**src/rtl/ps2_mouse_tx_if.sv**
```systemverilog
// rtl/ps2_mouse_tx_if.sv - movement report handshake between a report source and ps2_mouse_tx
interface ps2_mouse_tx_if;
    logic       move_valid;
    logic       move_ready;
    logic [2:0] buttons;
    logic [9:0] delta_x;
    logic [9:0] delta_y;

    modport master (
        output move_valid,
        output buttons,
        output delta_x,
        output delta_y,
        input  move_ready
    );

    modport slave (
        input  move_valid,
        input  buttons,
        input  delta_x,
        input  delta_y,
        output move_ready
    );
endinterface

```
**src/rtl/ps2_mouse_tx.sv**
```systemverilog
// rtl/ps2_mouse_tx.sv - device-side PS/2 mouse transmitter, one 3-byte packet per accepted report
module ps2_mouse_tx #(
    parameter int HALF_PERIOD = 2000,
    parameter int IDLE_CYCLES = 2500,
    parameter int BYTE_GAP    = 2500
) (
    input  logic          CLOCK_50,
    input  logic          reset,
    ps2_mouse_tx_if.slave move,
    input  logic          ps2_clk_in,
    input  logic          ps2_dat_in,
    output logic          ps2_clk_oe,
    output logic          ps2_dat_oe,
    output logic          busy,
    output logic          packet_sent,
    output logic          tx_aborted
);

    localparam int CNT_MAX0 = (HALF_PERIOD > IDLE_CYCLES) ? HALF_PERIOD : IDLE_CYCLES;
    localparam int CNT_MAX  = (CNT_MAX0 > BYTE_GAP) ? CNT_MAX0 : BYTE_GAP;
    localparam int CW       = $clog2(CNT_MAX + 1);

    typedef enum logic [1:0] {
        S_IDLE,
        S_WAIT_LINE,
        S_SEND,
        S_GAP
    } state_t;

    typedef enum logic {
        PH_SETUP,
        PH_LOW
    } phase_t;

    state_t        state_q, state_d;
    phase_t        phase_q, phase_d;
    logic [CW-1:0] cnt_q, cnt_d;
    logic [3:0]    bit_q, bit_d;
    logic [1:0]    idx_q, idx_d;
    logic [2:0]    buttons_q;
    logic [9:0]    dx_q, dy_q;
    logic          clk_s1_q, clk_s2_q, dat_s1_q, dat_s2_q;
    logic          clk_oe_q, clk_oe_d, dat_oe_q, dat_oe_d;

    logic [9:0]    x_sat, y_sat;
    logic [7:0]    tx_byte;
    logic [10:0]   frame;

    // Returns {overflow, sign, byte} with out-of-range deltas clamped to the 9-bit packet range
    function automatic logic [9:0] saturate(input logic [9:0] d);
        if (!d[9] && d[8]) begin
            return {1'b1, 1'b0, 8'hFF};
        end else if (d[9] && !d[8]) begin
            return {1'b1, 1'b1, 8'h00};
        end else begin
            return {1'b0, d[9], d[7:0]};
        end
    endfunction

    assign x_sat = saturate(dx_q);
    assign y_sat = saturate(dy_q);

    assign move.move_ready = (state_q == S_IDLE);
    assign busy            = (state_q != S_IDLE);
    assign ps2_clk_oe      = clk_oe_q;
    assign ps2_dat_oe      = dat_oe_q;

    always_comb begin
        state_d     = state_q;
        phase_d     = phase_q;
        cnt_d       = cnt_q;
        bit_d       = bit_q;
        idx_d       = idx_q;
        packet_sent = 1'b0;
        tx_aborted  = 1'b0;
        tx_byte     = 8'h00;
        frame       = 11'h000;
        clk_oe_d    = 1'b0;
        dat_oe_d    = 1'b0;

        case (state_q)
            S_IDLE: begin
                if (move.move_valid) begin
                    state_d = S_WAIT_LINE;
                    cnt_d   = '0;
                    idx_d   = 2'd0;
                end
            end
            S_WAIT_LINE: begin
                if (clk_s2_q && dat_s2_q) begin
                    if (cnt_q == CW'(IDLE_CYCLES - 1)) begin
                        state_d = S_SEND;
                        cnt_d   = '0;
                        bit_d   = 4'd0;
                        phase_d = PH_SETUP;
                    end else begin
                        cnt_d = cnt_q + CW'(1);
                    end
                end else begin
                    cnt_d = '0;
                end
            end
            S_SEND: begin
                if (cnt_q == CW'(HALF_PERIOD - 1)) begin
                    cnt_d = '0;
                    if (phase_q == PH_SETUP) begin
                        // A host holding the clock low while we have it released is an inhibit
                        if (!clk_s2_q) begin
                            tx_aborted = 1'b1;
                            idx_d      = 2'd0;
                            state_d    = S_WAIT_LINE;
                        end else begin
                            phase_d = PH_LOW;
                        end
                    end else begin
                        phase_d = PH_SETUP;
                        if (bit_q == 4'd10) begin
                            state_d = S_GAP;
                        end else begin
                            bit_d = bit_q + 4'd1;
                        end
                    end
                end else begin
                    cnt_d = cnt_q + CW'(1);
                end
            end
            S_GAP: begin
                if (cnt_q == CW'(BYTE_GAP - 1)) begin
                    cnt_d = '0;
                    if (idx_q < 2'd2) begin
                        idx_d   = idx_q + 2'd1;
                        state_d = S_WAIT_LINE;
                    end else begin
                        packet_sent = 1'b1;
                        state_d     = S_IDLE;
                    end
                end else begin
                    cnt_d = cnt_q + CW'(1);
                end
            end
            default: state_d = S_IDLE;
        endcase

        case (idx_d)
            2'd0:    tx_byte = {y_sat[9], x_sat[9], y_sat[8], x_sat[8], 1'b1, buttons_q};
            2'd1:    tx_byte = x_sat[7:0];
            default: tx_byte = y_sat[7:0];
        endcase
        frame = {1'b1, ~^tx_byte, tx_byte, 1'b0};

        // Line drivers are registered from next state so the open-drain pins never glitch
        if (state_d == S_SEND) begin
            clk_oe_d = (phase_d == PH_LOW);
            dat_oe_d = ~frame[bit_d];
        end
    end

    always_ff @(posedge CLOCK_50) begin
        if (reset) begin
            state_q   <= S_IDLE;
            phase_q   <= PH_SETUP;
            cnt_q     <= '0;
            bit_q     <= 4'd0;
            idx_q     <= 2'd0;
            buttons_q <= 3'd0;
            dx_q      <= 10'd0;
            dy_q      <= 10'd0;
            clk_s1_q  <= 1'b0;
            clk_s2_q  <= 1'b0;
            dat_s1_q  <= 1'b0;
            dat_s2_q  <= 1'b0;
            clk_oe_q  <= 1'b0;
            dat_oe_q  <= 1'b0;
        end else begin
            state_q  <= state_d;
            phase_q  <= phase_d;
            cnt_q    <= cnt_d;
            bit_q    <= bit_d;
            idx_q    <= idx_d;
            clk_s1_q <= ps2_clk_in;
            clk_s2_q <= clk_s1_q;
            dat_s1_q <= ps2_dat_in;
            dat_s2_q <= dat_s1_q;
            clk_oe_q <= clk_oe_d;
            dat_oe_q <= dat_oe_d;
            if (state_q == S_IDLE && move.move_valid) begin
                buttons_q <= move.buttons;
                dx_q      <= move.delta_x;
                dy_q      <= move.delta_y;
            end
        end
    end

endmodule

```
**src/flat_wrapper.sv**
```systemverilog
// flat-port wrapper written by rule: the top's interface ports become plain ports
module ps2_mouse_tx_flat 
#(
    parameter int HALF_PERIOD = 2000,
    parameter int IDLE_CYCLES = 2500,
    parameter int BYTE_GAP    = 2500
)
  (CLOCK_50, reset, ps2_clk_in, ps2_dat_in, ps2_clk_oe, ps2_dat_oe, busy, packet_sent, tx_aborted, move_move_valid, move_buttons, move_delta_x, move_delta_y, move_move_ready);
  ps2_mouse_tx_if move_i ();
  input  logic CLOCK_50;
  input  logic reset;
  input  logic ps2_clk_in;
  input  logic ps2_dat_in;
  output logic ps2_clk_oe;
  output logic ps2_dat_oe;
  output logic busy;
  output logic packet_sent;
  output logic tx_aborted;
  input wire logic [$bits(move_i.move_valid)-1:0] move_move_valid;
  input wire logic [$bits(move_i.buttons)-1:0] move_buttons;
  input wire logic [$bits(move_i.delta_x)-1:0] move_delta_x;
  input wire logic [$bits(move_i.delta_y)-1:0] move_delta_y;
  output wire logic [$bits(move_i.move_ready)-1:0] move_move_ready;
  assign move_i.move_valid = move_move_valid;
  assign move_i.buttons = move_buttons;
  assign move_i.delta_x = move_delta_x;
  assign move_i.delta_y = move_delta_y;
  assign move_move_ready = move_i.move_ready;
  ps2_mouse_tx #(.HALF_PERIOD(HALF_PERIOD), .IDLE_CYCLES(IDLE_CYCLES), .BYTE_GAP(BYTE_GAP)) u_core (.CLOCK_50(CLOCK_50), .reset(reset), .move(move_i), .ps2_clk_in(ps2_clk_in), .ps2_dat_in(ps2_dat_in), .ps2_clk_oe(ps2_clk_oe), .ps2_dat_oe(ps2_dat_oe), .busy(busy), .packet_sent(packet_sent), .tx_aborted(tx_aborted));
endmodule
```
**config.mk**
```make
export PLATFORM = sky130hd
export DESIGN_NAME = ps2_mouse_tx_flat
export DESIGN_NICKNAME = d
export VERILOG_FILES = /design/src/rtl/ps2_mouse_tx_if.sv /design/src/rtl/ps2_mouse_tx.sv /design/src/flat_wrapper.sv
export SDC_FILE = /design/constraint.sdc
export NUM_CORES = 1
export LEC_CHECK = 0
export ABC_AREA = 1
export CORE_MARGIN = 5
export CORE_UTILIZATION = 51
export CTS_CLUSTER_DIAMETER = 60
export DETAILED_ROUTE_END_ITERATION = 12
export PLACE_DENSITY = 0.76
export SLEW_MARGIN = 20
export SYNTH_ARGS = -nofsm -noshare
export SYNTH_HDL_FRONTEND = slang
export SYNTH_SLANG_ARGS = --single-unit
```
**constraint.sdc**
```tcl
create_clock -name CLOCK_50 -period 2.1 [get_ports CLOCK_50]
set_input_delay 0.42 -clock CLOCK_50 [delete_from_list [all_inputs] [get_ports CLOCK_50]]
set_output_delay 0.42 -clock CLOCK_50 [all_outputs]
set_load 0.02 [all_outputs]
```
After elaboration in Yosys (flattened, before gate mapping):

Cells that the tools add are included.

* bits of input ports: 28
* output and inout bits: 6
* register bits after elaboration: 50

* multiplexer cells: 48
* equality and inequality tests: 9
* $add $sub $neg: 3
* $lt $le $gt $ge: 2
* reduce and logical (&&, ||, !) cells: 15
* bitwise logic cells: 2

Operator list (count)
* $mux W12: 4
* $pmux W12 S4: 1
* $mux W10: 4
* $mux W2: 14
* $mux W4: 5
* $pmux W8 S2: 1
* $mux W1: 14
* $add A12 B1 Y12 const B: 1
* $eq A12 B11 Y1 const B: 1
* $eq A12 B12 Y1 const B: 1
* $pmux W2 S4: 1
* $pmux W4 S2: 1
* $reduce_xnor A8 Y1: 1
* $eq A2 B2 Y1 const B: 3
* $logic_and A1 B1 Y1: 6
* $pmux W2 S3: 1
* $lt A4 B5 Y1 const B: 1
* $add A4 B1 Y4 const B: 1
* $bmux W1 S4: 1
* $eq A2 B1 Y1 const B: 2
* $eq A4 B4 Y1 const B: 1
* $logic_not A1 Y1: 4
* $logic_not A2 Y1: 2
* $add A2 B1 Y2 const B: 1
* 6 further kinds: 7

Logic depth before layout (Yosys ltp):

* depth in word-level cells: 10
* depth in mapped cells: 22
* depth with buffers taken out: 22

Least setup slack after synthesis:

Ideal clock, no wire load.

* path kind: reg2reg
* start point: reg u_core.state_q[0]
* end point: reg u_core.dat_oe_q, in the netlist u_core.ps2_dat_oe
* period minus slack after synthesis: 2.587 ns
* setup time: 0.066 ns
* setup slack: -0.487 ns
* stages on the path, launching flop included: 21
* arrival: 2.521 ns
* buffers on the path: 0
* cells stage by stage: dfxtp_1 -> inv_1 -> ha_1 -> inv_1 -> nor2_4 -> inv_2 -> a21oi_1 -> inv_1 -> nand2_8 -> nor2_4 -> nand2_1 -> nand2_1 -> nor2_2 -> nand2_1 -> nand2_1 -> nand2_1 -> nand2_1 -> nand2_1 -> nand3_1 -> nand2_1 -> a21oi_2

* word-level cells in the longest chain between the ends: 8
* elaborated cells between the ends (all ways): 25

Ends and longest elaborated chain
* start, declared: line ps2_mouse_tx.sv:35 `state_t state_q, state_d;`
* start signal, assigned: line ps2_mouse_tx.sv:175 `state_q <= state_d;`
* $logic_not A2 Y1 (*)
* named net move_move_ready: line flat_wrapper.sv:23 `output wire logic [$bits(move_i.move_ready)-1:0] move_move_ready;`
* $pmux W2 S3: line ps2_mouse_tx.sv:81 `case (state_q)`
* $eq A2 B1 Y1 / $logic_not A2 Y1 (equally long branches): line ps2_mouse_tx.sv:144 `case (idx_d)`
* $pmux W8 S2: line ps2_mouse_tx.sv:144
* $reduce_xnor A8 Y1: line ps2_mouse_tx.sv:149 `frame = {1'b1, ~^tx_byte, tx_byte, 1'b0};`
* $bmux W1 S4: line ps2_mouse_tx.sv:154 `dat_oe_d = ~frame[bit_d];`
* $mux W1 (implied by the code): line ps2_mouse_tx.sv:154
* $not A1 Y1: line ps2_mouse_tx.sv:154
* end signal, assigned: line ps2_mouse_tx.sv:185 `dat_oe_q <= dat_oe_d;`
* end, declared: line ps2_mouse_tx.sv:43 `logic clk_oe_q, clk_oe_d, dat_oe_q, dat_oe_d;`

Mark *: on every way through the listed nets, which the timed path passes. The rest lies on a longest branch. The select of a mux whose other input is x is not followed.
A chain may end at the register's enable or synchronous reset.

Final worst setup path:

* start point: reg u_core.cnt_q[1]
* end point: reg u_core.dat_oe_q, in the netlist u_core.ps2_dat_oe

* word-level cells in the longest chain between the ends: 9
* elaborated cells between the ends (all ways): 24

Ends and longest elaborated chain
* start, declared: line ps2_mouse_tx.sv:37 `logic [CW-1:0] cnt_q, cnt_d;`
* start signal, assigned: line ps2_mouse_tx.sv:177 `cnt_q <= cnt_d;`
* $eq A12 B12 Y1 / $eq A12 B11 Y1 (equally long branches): line ps2_mouse_tx.sv:91, ps2_mouse_tx.sv:128, ps2_mouse_tx.sv:104
* $mux W2 (on tied branches): line ps2_mouse_tx.sv:128, ps2_mouse_tx.sv:104
* $pmux W2 S3: line ps2_mouse_tx.sv:81
* $eq A2 B1 Y1 / $logic_not A2 Y1 (equally long branches): line ps2_mouse_tx.sv:144
* $pmux W8 S2: line ps2_mouse_tx.sv:144
* $reduce_xnor A8 Y1: line ps2_mouse_tx.sv:149
* $bmux W1 S4: line ps2_mouse_tx.sv:154
* $mux W1 (implied by the code): line ps2_mouse_tx.sv:154
* $not A1 Y1: line ps2_mouse_tx.sv:154

Parallel ways exist; a longest one is shown, timed or not. The select of a mux whose other input is x is not followed.

==> impl_metrics.ini <==
[die]
die_x_um = 88
coreArea_mm2 = 0.005921
die_area_mm2 = 0.007744
core.rowCount = 28
start_util = 0.5241
die_h_um = 88
ioPinCount = 34

[synthesis]
synth.yosys.seq_area_share = 0.3226
syn_nets = 509
yosysTopAreaCell = dfxtp_1
synth.cell_area_mm2 = 0.003103
ys_top_cells_by_area = dfxtp_1, nand2_1, nor2_1
ys_types = 40
synth_seq_cells = 50
synth_area_per_cell_um2 = 6.630
synth_ff_type = dfxtp_1
async_flop_share = 0
synth.top_cell.area_share = 0.3226
ys_warn_count = 0
synth_edf_count = 0
syn_inst = 468
synth_top_cells_by_count = nand2_1, nor2_1, inv_1
yosysMostFrequentCell = nand2_1

[grt]
grt_overflow = 0
grt_usage = 0.2114
grt_pass1_vias = 3212
antenna_found_initial = 0
grt_pass1_wl_mm = 13.17
grt_start_max_net_pins = 31

[worst_setup_path]
cp-start-kind = register
critPathBufInv = 1
cp.required_ps = 2350
r2r_setup_slack_ps = -270
critPathCaptureType = register
path_class = reg2reg
cp_common_cell = nand2_1
startpoint = u_core.cnt_q[1]
r2r-start = u_core.cnt_q[1]
arrival_ps = 2620
crit_family = simple AND/OR/NAND/NOR gates
cpMaxStageDelayCell = dfxtp_2
critical_path_peak_fanout = 7
max_stage_delay_ps = 370
crit_chain = ha_4, nand2_2, nor2_4, nand4_4, nand3_2, nand2_4, nand2_4, nand2_8, nor2_4, nand2_2, nand2_1, nor2_2, buf_4, o21ai_2, a21oi_1, nand2_1, nand2_1, a21oi_2

[detailed_routing]
vias = 3317
drt_iter0_drc = 196
ant_nets = 0
drt_pass1_iterations = 5
avgRoutedWirePerCell_um = 12.84
routed_wl_mm = 8.066
viasPerCell = 5.282
drc = 0

[timing]
finalHoldViolCount = 0
drv_slew = 0
tightest_slew_ps = 492.3
post-route-period-util = 1.127
finalSetupViolCount = 2
hold_ws_ps = 408.0
maxSlewHeadroom = 0.6714
fmax_mhz = 422.5
setup_ws_ps = -267.0
period_minus_slack_ps = 2367
rsz0062_at_grt = true
fin_worst_skew_ps = 14.05

[min_path]
min_path_type = reg2reg
hp-start = u_core.dat_s1_q

[layout]
stdcell_count = 628
syn_to_final_growth_pct = 35.28
layout-drive-gt1-share = 0.2712
antenna_cells = 0
fin_util = 0.7090
design_area_mm2 = 0.004198
final_nets = 593

[clock_tree]
clk-insertion-delay-late_ps = 320
root_buffer = clkbuf_8
clockBufferDepth = 2
hold_buffers = 0
cts_tree = yes
clk_pin_slew_ps = 100
cts_sinks = 50
cts_made_buffers = 5
cts_max_level = 2

[power]
peakVddDrop_mv = 0.6421
p_leak_uw = 0.001854
power.density_mw_per_mm2 = 950.4

[status]
violations = negative setup slack
status = finished with violations

[placement]
dp_slack_ps = -324.5
routabilityCongestion = 0.9005
portBuffers = 33
dp.cells = 613
dp_hpwl_mm = 5.979
placed_area_mm2 = 0.003901

[job]
cap_violations = 0
metal layers:
layer	vias to the layer above	GRT usage	share of wire
li1	1670	-	-
met1	1527	0.2283	0.39
met2	100	0.3986	0.53
met3	20	0.03575	0.053
met4	0	0.09484	0.024
met5	-	0	0
worst min-delay path, cell delays in order, from the launching register on:
cell     delay (ps)
dfxtp_1         300
inv_1            40
nor2_1           30
what timing repair did:
action	CTS	global route
pin swaps	15	16
gates cloned	0	0
resized for setup	32	26
setup endpoints to repair	3	5
buffers inserted	3	4
path summary, 6_finish.rpt:
path	to	cells past startpoint
setup / recovery	u_core.ps2_dat_oe	18
hold / removal	u_core.dat_s2_q	2
setup reg to reg	u_core.ps2_dat_oe	18
hold reg to reg	u_core.dat_s2_q	2
placed cells by master, fill, tap and decap left out, types with 10 or more instances in the layout:
cell             count
o21ai_0             35
ha_1                11
nor2_4              10
buf_4               51
nand2_2             26
nand2_1             78
inv_2               12
nand3_1             21
clkdlybuf4s50_1     31
a21oi_1             29
nor2_1              67
dfxtp_1             45
inv_1               49
kinds of logic (layout without fill, tap and decap cells):
logic type | after synthesis | count (layout) | share of synthesized area
simple gates | 236 | 236 | 0.3560
compound gates | 90 | 90 | 0.1645
buf+inv | 74 | 159 | 0.09032
flops | 50 | 50 | 0.3226
fa+ha+maj | 13 | 13 | 0.05242
xor+xnor | 5 | 5 | 0.01411
power by group:
part           leakage, uW  total [uW]  internal, uW  switching, uW
Combinational      0.00140        2150           865           1290
Clock            0.0000408         585           239            346
Sequential        0.000412        1250          1130            118
Total              0.00185        3990          2240           1750
metrics by stage:
stage | setup TNS [ps] | total power (uW)
5_1_grt | -1129 | 4303
3_3_place_gp | -497.5 | 3177
3_5_place_dp | -727.7 | 3245
6_report | -497.7 | 3990
2_1_floorplan | -45.68 | 2569
4_1_cts | -135.5 | 3901
area by class of cell:
type | instances | area, um^2
Fill cell | 518 | 1723
Tap cell | 75 | 93.84
Clock inverter | 3 | 23.77
Timing Repair Buffer | 87 | 758.2
Sequential cell | 50 | 1007
Inverter | 64 | 247.7
Clock buffer | 5 | 68.82
Multi-Input combinational cell | 344 | 1998
flip-flops by register name (all words and copies together), names as in the netlist:
signal	count
u_core.dx_q	10
u_core.idx_q	2
u_core.dat_s2_q	1
u_core.buttons_q	3
u_core.clk_s1_q	1
u_core.clk_s2_q	1
u_core.dat_s1_q	1
u_core.ps2_clk_oe	1
u_core.bit_q	4
u_core.ps2_dat_oe	1
u_core.cnt_q	12
u_core.dy_q	10
u_core.state_q	2
u_core.phase_q	1
Power figures use the tool's default switching activity.
